<file path="src/rtl/arb_req_pkg.sv">
// Shared definitions for the 8-port arbiter requester front end.
package arb_req_pkg;

    localparam int unsigned N_PORTS = 8;
    localparam int unsigned IDX_W   = 3;

    typedef enum logic [1:0] {
        P_IDLE = 2'd0,
        P_REQ  = 2'd1,
        P_OWN  = 2'd2
    } port_st_e;

    // Index of the set bit; only meaningful for one-hot input.
    function automatic logic [IDX_W-1:0] onehot2idx(input logic [N_PORTS-1:0] oh);
        logic [IDX_W-1:0] idx;
        idx = '0;
        for (int i = 0; i < N_PORTS; i++) begin
            if (oh[i]) idx = idx | IDX_W'(i);
        end
        return idx;
    endfunction

endpackage

</file>
<file path="src/rtl/arb_req_port.sv">
// One client port: IDLE/REQ/OWN state machine plus its registered arbiter request.
module arb_req_port
    import arb_req_pkg::*;
(
    input  logic clk,
    input  logic rst_n,
    input  logic valid,
    input  logic last,
    input  logic ready,
    input  logic win,        // accepted grant for this port
    input  logic force_rel,  // timeout release of the current owner
    input  logic bus_busy,   // bus owned now or being granted this cycle
    output logic pending,
    output logic req
);

    port_st_e st_q, st_d;
    logic     req_d;

    // Next-state: withdraw from REQ when valid drops, leave OWN on last beat or forced release.
    always_comb begin
        st_d = st_q;
        unique case (st_q)
            P_IDLE: if (valid) st_d = P_REQ;
            P_REQ: begin
                if (win)         st_d = P_OWN;
                else if (!valid) st_d = P_IDLE;
            end
            P_OWN: if ((valid & ready & last) | (ready & force_rel)) st_d = P_IDLE;
            default: st_d = P_IDLE;
        endcase
    end

    // Request is suppressed while any port owns (or is just winning) the bus.
    always_comb begin
        req_d = (st_d == P_REQ) & ~bus_busy;
    end

    // State and request registers.
    always_ff @(posedge clk or negedge rst_n) begin
        if (!rst_n) begin
            st_q <= P_IDLE;
            req  <= 1'b0;
        end else begin
            st_q <= st_d;
            req  <= req_d;
        end
    end

    assign pending = (st_q == P_REQ);

endmodule

</file>
<file path="src/rtl/arb_req_if_8.sv">
// Requester-side front end of the 8-port tree arbiter: per-port request FSMs, grant legality
// check, local bus-ownership lock and owner index mux.
// Optional feature macro: ARB_REQ_TIMEOUT_EN (burst-length and idle timeouts on the owner).
module arb_req_if_8
    import arb_req_pkg::*;
#(
    parameter int unsigned MAX_BEATS = 16,
    parameter int unsigned IDLE_LIM  = 64
) (
    input  logic               clk,
    input  logic               rst_n,
    input  logic [N_PORTS-1:0] cli_valid,
    input  logic [N_PORTS-1:0] cli_last,
    output logic [N_PORTS-1:0] cli_ready,
    output logic [N_PORTS-1:0] req,
    input  logic [N_PORTS-1:0] grant,
    output logic               owner_vld,
    output logic [IDX_W-1:0]   owner_idx,
    output logic               xfer,
    output logic               err_grant,
    output logic               err_timeout
);

    logic               owner_vld_q;
    logic [IDX_W-1:0]   owner_idx_q;
    logic               err_grant_q;
    logic [N_PORTS-1:0] pending;
    logic               grant_onehot, grant_ok, grant_bad;
    logic               last_beat, release_bus, force_rel;

    // A grant is accepted only when one-hot, aimed at a requesting port, and the bus is free.
    always_comb begin
        grant_onehot = (grant != '0) && ((grant & (grant - 1'b1)) == '0);
        grant_ok     = grant_onehot & (|(grant & pending)) & ~owner_vld_q;
        grant_bad    = (|grant) & ~grant_ok;
    end

    assign cli_ready   = owner_vld_q ? ({{(N_PORTS-1){1'b0}}, 1'b1} << owner_idx_q) : '0;
    assign xfer        = |(cli_valid & cli_ready);
    assign last_beat   = xfer & (|(cli_last & cli_ready));
    assign release_bus = last_beat | force_rel;

    for (genvar i = 0; i < N_PORTS; i++) begin : g_port
        arb_req_port u_port (
            .clk       (clk),
            .rst_n     (rst_n),
            .valid     (cli_valid[i]),
            .last      (cli_last[i]),
            .ready     (cli_ready[i]),
            .win       (grant_ok & grant[i]),
            .force_rel (force_rel),
            .bus_busy  (owner_vld_q | grant_ok),
            .pending   (pending[i]),
            .req       (req[i])
        );
    end

    // Owner registers; owner_idx keeps its last value after release.
    always_ff @(posedge clk or negedge rst_n) begin
        if (!rst_n) begin
            owner_vld_q <= 1'b0;
            owner_idx_q <= '0;
            err_grant_q <= 1'b0;
        end else begin
            if (grant_ok) begin
                owner_vld_q <= 1'b1;
                owner_idx_q <= onehot2idx(grant);
            end else if (release_bus) begin
                owner_vld_q <= 1'b0;
            end
            err_grant_q <= err_grant_q | grant_bad;
        end
    end

`ifdef ARB_REQ_TIMEOUT_EN
    logic [4:0] beat_cnt_q;
    logic [6:0] idle_cnt_q;
    logic       err_timeout_q;
    logic       beat_hit, idle_hit;

    // The MAX_BEATS-th beat still transfers, then ownership is cut.
    assign beat_hit  = xfer & ~last_beat & (beat_cnt_q == 5'(MAX_BEATS - 1));
    assign idle_hit  = owner_vld_q & ~xfer & (idle_cnt_q == 7'(IDLE_LIM - 1));
    assign force_rel = beat_hit | idle_hit;

    // Beat and consecutive-idle counters for the current owner, cleared at grant.
    always_ff @(posedge clk or negedge rst_n) begin
        if (!rst_n) begin
            beat_cnt_q    <= '0;
            idle_cnt_q    <= '0;
            err_timeout_q <= 1'b0;
        end else begin
            if (grant_ok) begin
                beat_cnt_q <= '0;
                idle_cnt_q <= '0;
            end else if (owner_vld_q) begin
                if (xfer) begin
                    beat_cnt_q <= beat_cnt_q + 5'd1;
                    idle_cnt_q <= '0;
                end else begin
                    idle_cnt_q <= idle_cnt_q + 7'd1;
                end
            end
            err_timeout_q <= err_timeout_q | force_rel;
        end
    end

    assign err_timeout = err_timeout_q;
`else
    assign force_rel   = 1'b0;
    assign err_timeout = 1'b0;
`endif

    assign owner_vld = owner_vld_q;
    assign owner_idx = owner_idx_q;
    assign err_grant = err_grant_q;

endmodule

</file>
<file path="config.mk">
export PLATFORM = sky130hd
export DESIGN_NAME = arb_req_if_8
export DESIGN_NICKNAME = d
export VERILOG_FILES = /design/src/rtl/arb_req_pkg.sv /design/src/rtl/arb_req_port.sv /design/src/rtl/arb_req_if_8.sv
export SDC_FILE = /design/constraint.sdc
export NUM_CORES = 1
export LEC_CHECK = 0
export CAP_MARGIN = 15
export CORE_ASPECT_RATIO = 1.25
export CORE_UTILIZATION = 30
export DETAILED_ROUTE_END_ITERATION = 8
export MAX_ROUTING_LAYER = met4
export SLEW_MARGIN = 20
export SYNTH_ARGS = -nofsm -noshare
export SYNTH_HDL_FRONTEND = slang
export SYNTH_SLANG_ARGS = --single-unit
</file>
<file path="constraint.sdc">
create_clock -name clk -period 3.7 [get_ports clk]
set_clock_uncertainty 0.2 [all_clocks]
set_input_delay 0.555 -clock clk [delete_from_list [all_inputs] [get_ports clk]]
set_output_delay 0.555 -clock clk [all_outputs]
set_load 0.03 [all_outputs]
</file>
; ---- Yosys cells after proc, flatten, opt, wreduce, memory -nomap -nowiden
; Cells that the tools add are included.
[op_classes]
add_sub_neg = 1
n_eq_ne = 24
n_shift = 1
n_mux = 50
bitwise = 45
n_reduce_logical = 16
[op_table]
columns = operator, n
row1 = $mux W2, 34
row2 = $pmux W2 S3, 8
row3 = $and A1 B1 Y1, 36
row4 = $and A8 B8 Y8, 4
row5 = $eq A2 B1 Y1 const B, 16
row6 = $reduce_or A8 Y1, 4
row7 = $eq A2 B2 Y1 const B, 8
row8 = $logic_not A2 Y1, 8
row9 = $mux W3, 4
row10 = $logic_not A8 Y1, 1
row11 = $mux W8, 1
row12 = $reduce_bool A8 Y1, 1
row13 = $shl A1 B3 Y8 const A, 1
row14 = $sub A8 B1 Y8 const B, 1
row15 = $mux W1, 3
row16 = $not A1 Y1, 3
row17 = $or A1 B1 Y1, 2
row18 = $reduce_bool A2 Y1, 1
row19 = $logic_and A1 B1 Y1, 1
[word_totals]
regBits = 29
in_bits = 26
word_cells = 156

; ---- Logic depth before layout (Yosys ltp)
[logic_depth]
depth_word = 11
depth_mapped = 7
ltp_nobuf = 5

; ---- Hierarchy
; From an unflattened synthesis, not the netlist that was laid out.
[hier_totals]
cells_unflattened = 176
hier_area_um2 = 1861.8
[modules_own_cells]
columns = mod, n_inst, cells_per_inst, area_each_um2, seq_area_each_um2
row1 = arb_req_port, 8, 11, 146.4, 75.1
row2 = arb_req_if_8, 1, 88, 690.7, 125.1

; ---- Worst setup path after synthesis
; Ideal clock, no wire load.
[synth_path]
path_type = input to register
startpoint = input grant[0]
endpoint = register owner_idx_q[0], in the netlist owner_idx[0]
setup_ns = 0.125
arrival_ns = 2.179
required_time_ns = 3.375
path_slack_ns = 1.196
stages = 5
n_path_buf = 0
path_cell_list = or4_4 o21ai_0 o21ai_0 nor3_4 mux2_2
[synth_between]
elab_chain_len = 6
word_cells_on_any_way = 9
[synth_lines]
columns = element, line_no
row1 = start: declaration, arb_req_if_8.sv:16  ; input logic [N_PORTS-1:0] grant,
row2 = $sub A8 B1 Y8, arb_req_if_8.sv:33  ; grant_onehot = (grant != '0) && ((grant & (grant - 1'b1)) == '0);
row3 = $and A8 B8 Y8, arb_req_if_8.sv:33
row4 = $logic_not A8 Y1, arb_req_if_8.sv:33
row5 = $logic_and A1 B1 Y1, arb_req_if_8.sv:33
row6 = $and A1 B1 Y1 * (2 in a row), arb_req_if_8.sv:34  ; grant_ok = grant_onehot & (|(grant & pending)) & ~owner_vld_q;
row7 = end signal: assignment, arb_req_if_8.sv:67  ; owner_idx_q <= onehot2idx(grant);
row8 = end: declaration, arb_req_if_8.sv:25  ; logic [IDX_W-1:0] owner_idx_q;
; Every way passes the cells marked *; elsewhere a longest branch is shown, timed or not.
; A chain may end at the register's enable or synchronous reset.

; ---- Final worst setup path
[layout_path]
startpoint = input cli_valid[0]
endpoint = output xfer
[layout_between]
elab_chain_len = 2
[layout_lines]
columns = element, line_no
row1 = start: declaration, arb_req_if_8.sv:12  ; input logic [N_PORTS-1:0] cli_valid,
row2 = $and A8 B8 Y8, arb_req_if_8.sv:39  ; assign xfer = |(cli_valid & cli_ready);
row3 = $reduce_or A8 Y1, arb_req_if_8.sv:39
row4 = end: declaration, arb_req_if_8.sv:19  ; output logic xfer,
; Every way passes these cells.

==> summary.txt <==
Critical path
  • Slowest CP cell: clkdlybuf4s50_1
  • Crit Path Max Fanout: 3
  • Crit path kind: in -> out
  • WP data arrival: 2.37 ns
  • Crit path top cell by count: clkdlybuf4s50_1
  • Largest stage delay, worst path: 0.59 ns
  • Crit end category: primary output
  • Req. time, crit path: 2.94 ns
  • CP Launch Type: input port
  • CP Cell Sequence: clkdlybuf4s50_1 -> mux4_2 -> mux2i_1 -> nor2_1 -> clkdlybuf4s50_1

Floorplan
  • Die Y: 84.61 µm
  • CORE AREA: 0.005152 mm²
  • Initial core utilization: 0.3179
  • I/O pin count: 49
  • Row cnt: 29
  • Die width: 68.09 µm
  • Die ar.: 0.005761 mm²

Route
  • Vias: 1,306
  • Number of iterations in the first detailed-routing pass: 4
  • Via density: 4.947
  • Antenna-violating nets left: 0
  • Post-Route WL: 4124 µm
  • WL per Instance: 15.62 µm
  • Residual DRC: 0
  • DR iter-0 viols: 57

STA
  • Fin crit share: 0.8451
  • Max Slew Vio Count: 0
  • Slew @ Worst Pin: 0.6941 ns
  • RSZ-0062 raised after global routing: no
  • Period minus WS final: 3.127 ns
  • Fmax: 319.8 MHz
  • Setup TNS: 0 ns
  • Final hold violation count: 0
  • Final setup fails: 0
  • Rel. slew slack: 0.5322

Logic synthesis
  • Compound-cell area share of the yosys netlist: 0.1444
  • Largest family of logic cells by synthesized area: simple AND/OR/NAND/NOR gates
  • Mapped Nets: 194
  • Simple-Gate Fraction of Synth Area: 0.2017
  • #FFs+latches synth: 29
  • Post-Synthesis Cells: 168
  • Sequential element share of the synthesized area: 0.4431
  • Xor/xnor share of the synthesized area: 0.005348
  • YS warnings: 0
  • Synthesized-area fraction occupied by adder cells: 0.006112
  • Post-synth top area share: 0.4431
  • Avg Cell Area, Syn: 9.749 µm²
  • Leading area contributor after synthesis: dfrtp_1
  • Largest cells by area after synthesis: dfrtp_1 (44%), buf_4 (7.8%), nand2b_1 (4.6%), nor2_1 (4.4%), a32o_1 (4.3%)
  • Mapped Area: 0.001638 mm²
  • Post-synthesis cell type count: 32
  • Mux share of post-synthesis cell area: 0.08021

Power
  • Worst IR drop on VDD: 0.2339 mV
  • Power, Total: 1.269 mW
  • Power Density: 593.6 mW/mm²
  • Leak Pwr: 0.8824 nW

GRT
  • Largest net degree at the start of global routing: 30
  • Total GRT Usage: 0.1586
  • Met1 Usage GRT: 0.1959
  • Initial antenna violation count: 0
  • Met3 Use GR: 0.04620
  • GRT overflow: 0
  • Global routing's busiest layer: met2
  • GRT met2 Usage: 0.2389
  • Number of global-route vias before repair: 1,303
  • First-pass GRT wire length: 6410 µm

Placement
  • DP Cell Count: 257
  • Placed cell area: 0.002051 mm²
  • GPL Wtd Cong: 0.8437
  • Buffers added on ports: 47
  • DP HPWL: 3140 µm

Layout
  • Fill cells: 511
  • Area delta synth->final: 30.48%
  • Area of the multi-input gates: 720.7 µm²
  • Sequential cell area: 725.7 µm²
  • Final net count: 228
  • Post-route insts no fill: 264
  • Diodes inserted: 0
  • Layout cells sized above 1: 0.1040
  • Final instance area: 0.002137 mm²

Clock tree
  • Resize count post-CTS: 0
  • Clk sinks: 29
  • Num CTS Buffers: 5
  • Worst skew pair latency: 0.28 ns
  • CTS tree: yes
  • Post-CTS Setup Inserts: 0
  • Worst-path clk slew: 0.06 ns
  • H-tree lvl count: 2
  • CTS root buffer: clkbuf_8
  • CTS Hold Bufs: 0
  • Clk buf depth: 2

Outcome
  • Outcome: finished clean

Min path
  • HP Class: reg -> reg

Flow run
  • Maxcap violations: 0
critical path, delay by kind of cell:
family                 cells  cell delay (ns)
multiplexers               2             0.67
AND/OR/NAND/NOR            1             0.08
buffers and inverters      2             1.07
final cells by class:
type	instances	area share
multi-input cells	107	0.3372
repair buffers	50	0.2307
well taps	62	0.03630
flip-flops and latches	29	0.3396
clock buffers	7	0.04040
inverters	9	0.01581
metrics by stage:
| stage | setup WS, ns | utilization | hold WS [ns] |
|---|---|---|---|
| 2_1_floorplan | 1.196 | - | 0.05941 |
| 3_3_place_gp | 0.5171 | 0.3980 | 0.2259 |
| 3_5_place_dp | 0.4891 | 0.3980 | 0.2413 |
| 4_1_cts | 0.5645 | 0.4148 | 0.2490 |
| 5_1_grt | 0.5143 | 0.4148 | 0.2550 |
| 6_report | 0.5732 | 0.4148 | 0.2453 |
worst paths after layout:
| kind | endpoint | slack, ns | startpoint | depth (start not counted) |
|---|---|---|---|---|
| min in group asynchronous | g_port[5].u_port.req | 0.46 | rst_n | 2 |
| setup reg to reg | g_port[3].u_port.st_q[1] | 1.52 | g_port[1].u_port.st_q[0] | 6 |
| hold / removal | g_port[4].u_port.st_q[1] | 0.25 | g_port[4].u_port.st_q[0] | 1 |
| hold reg to reg | g_port[4].u_port.st_q[1] | 0.25 | g_port[4].u_port.st_q[0] | 1 |
| setup / recovery | xfer | 0.57 | cli_valid[0] | 5 |
| max in group asynchronous | g_port[7].u_port.req | 2.57 | rst_n | 2 |
cells in the final DEF, fill, tap and decap left out, types with 4 or more instances in the layout:
cell type and instances:
dfrtp_1 29, nand2_1 17, a32o_1 7, o22ai_1 4
a21oi_1 8, nand3_1 9, nand2b_1 12, inv_1 9
clkdlybuf4s50_1 47, nor2_1 19, clkbuf_8 6
logic make-up after synthesis:
logic type / Yosys count
buffers and inverters: 32
adder cells (fa/ha/maj): 1
XOR/XNOR: 1
AND/OR/NAND/NOR: 65
multiplexers: 9
AO/OA/AOI/OAI: 30
flip-flops: 29
other: 1
report_power, final:
group / switching [mW] / total (mW) / internal (mW) / leakage (nW)
clock network: 0.115 / 0.263 / 0.147 / 0.0443
registers: 0.0740 / 0.445 / 0.371 / 0.363
logic: 0.313 / 0.561 / 0.247 / 0.475
cells in the mapped netlist (all sizes together):
cell and count:
inv 9, o41ai 2, a21oi 8, nor3 5, o2bb2ai 1, nand2b 12, maj3 1, o31ai 1
mux4 3, mux2i 3, nor2 19, mux2 3, nand3 9, a2111oi 1, buf 18, conb 1
a32o 7, a21boi 1, o211ai 1, dfrtp 29, clkbuf 5, xor2 1, o21ai 3, o21bai 1
nand2 17, o22ai 4, or4 3
registers in the layout, indices dropped and copies added, names as in the netlist:
register	cells
err_grant	1
owner_idx	3
owner_vld	1
g_port.u_port.st_q	16
g_port.u_port.req	8
metal layers:
| layer | share of wire | vias to the layer above |
|---|---|---|
| met5 | 0 | - |
| met4 | 0.015 | 0 |
| met3 | 0.063 | 6 |
| met2 | 0.48 | 45 |
| met1 | 0.44 | 620 |
| li1 | - | 635 |
(Power assumes the default switching activity.)
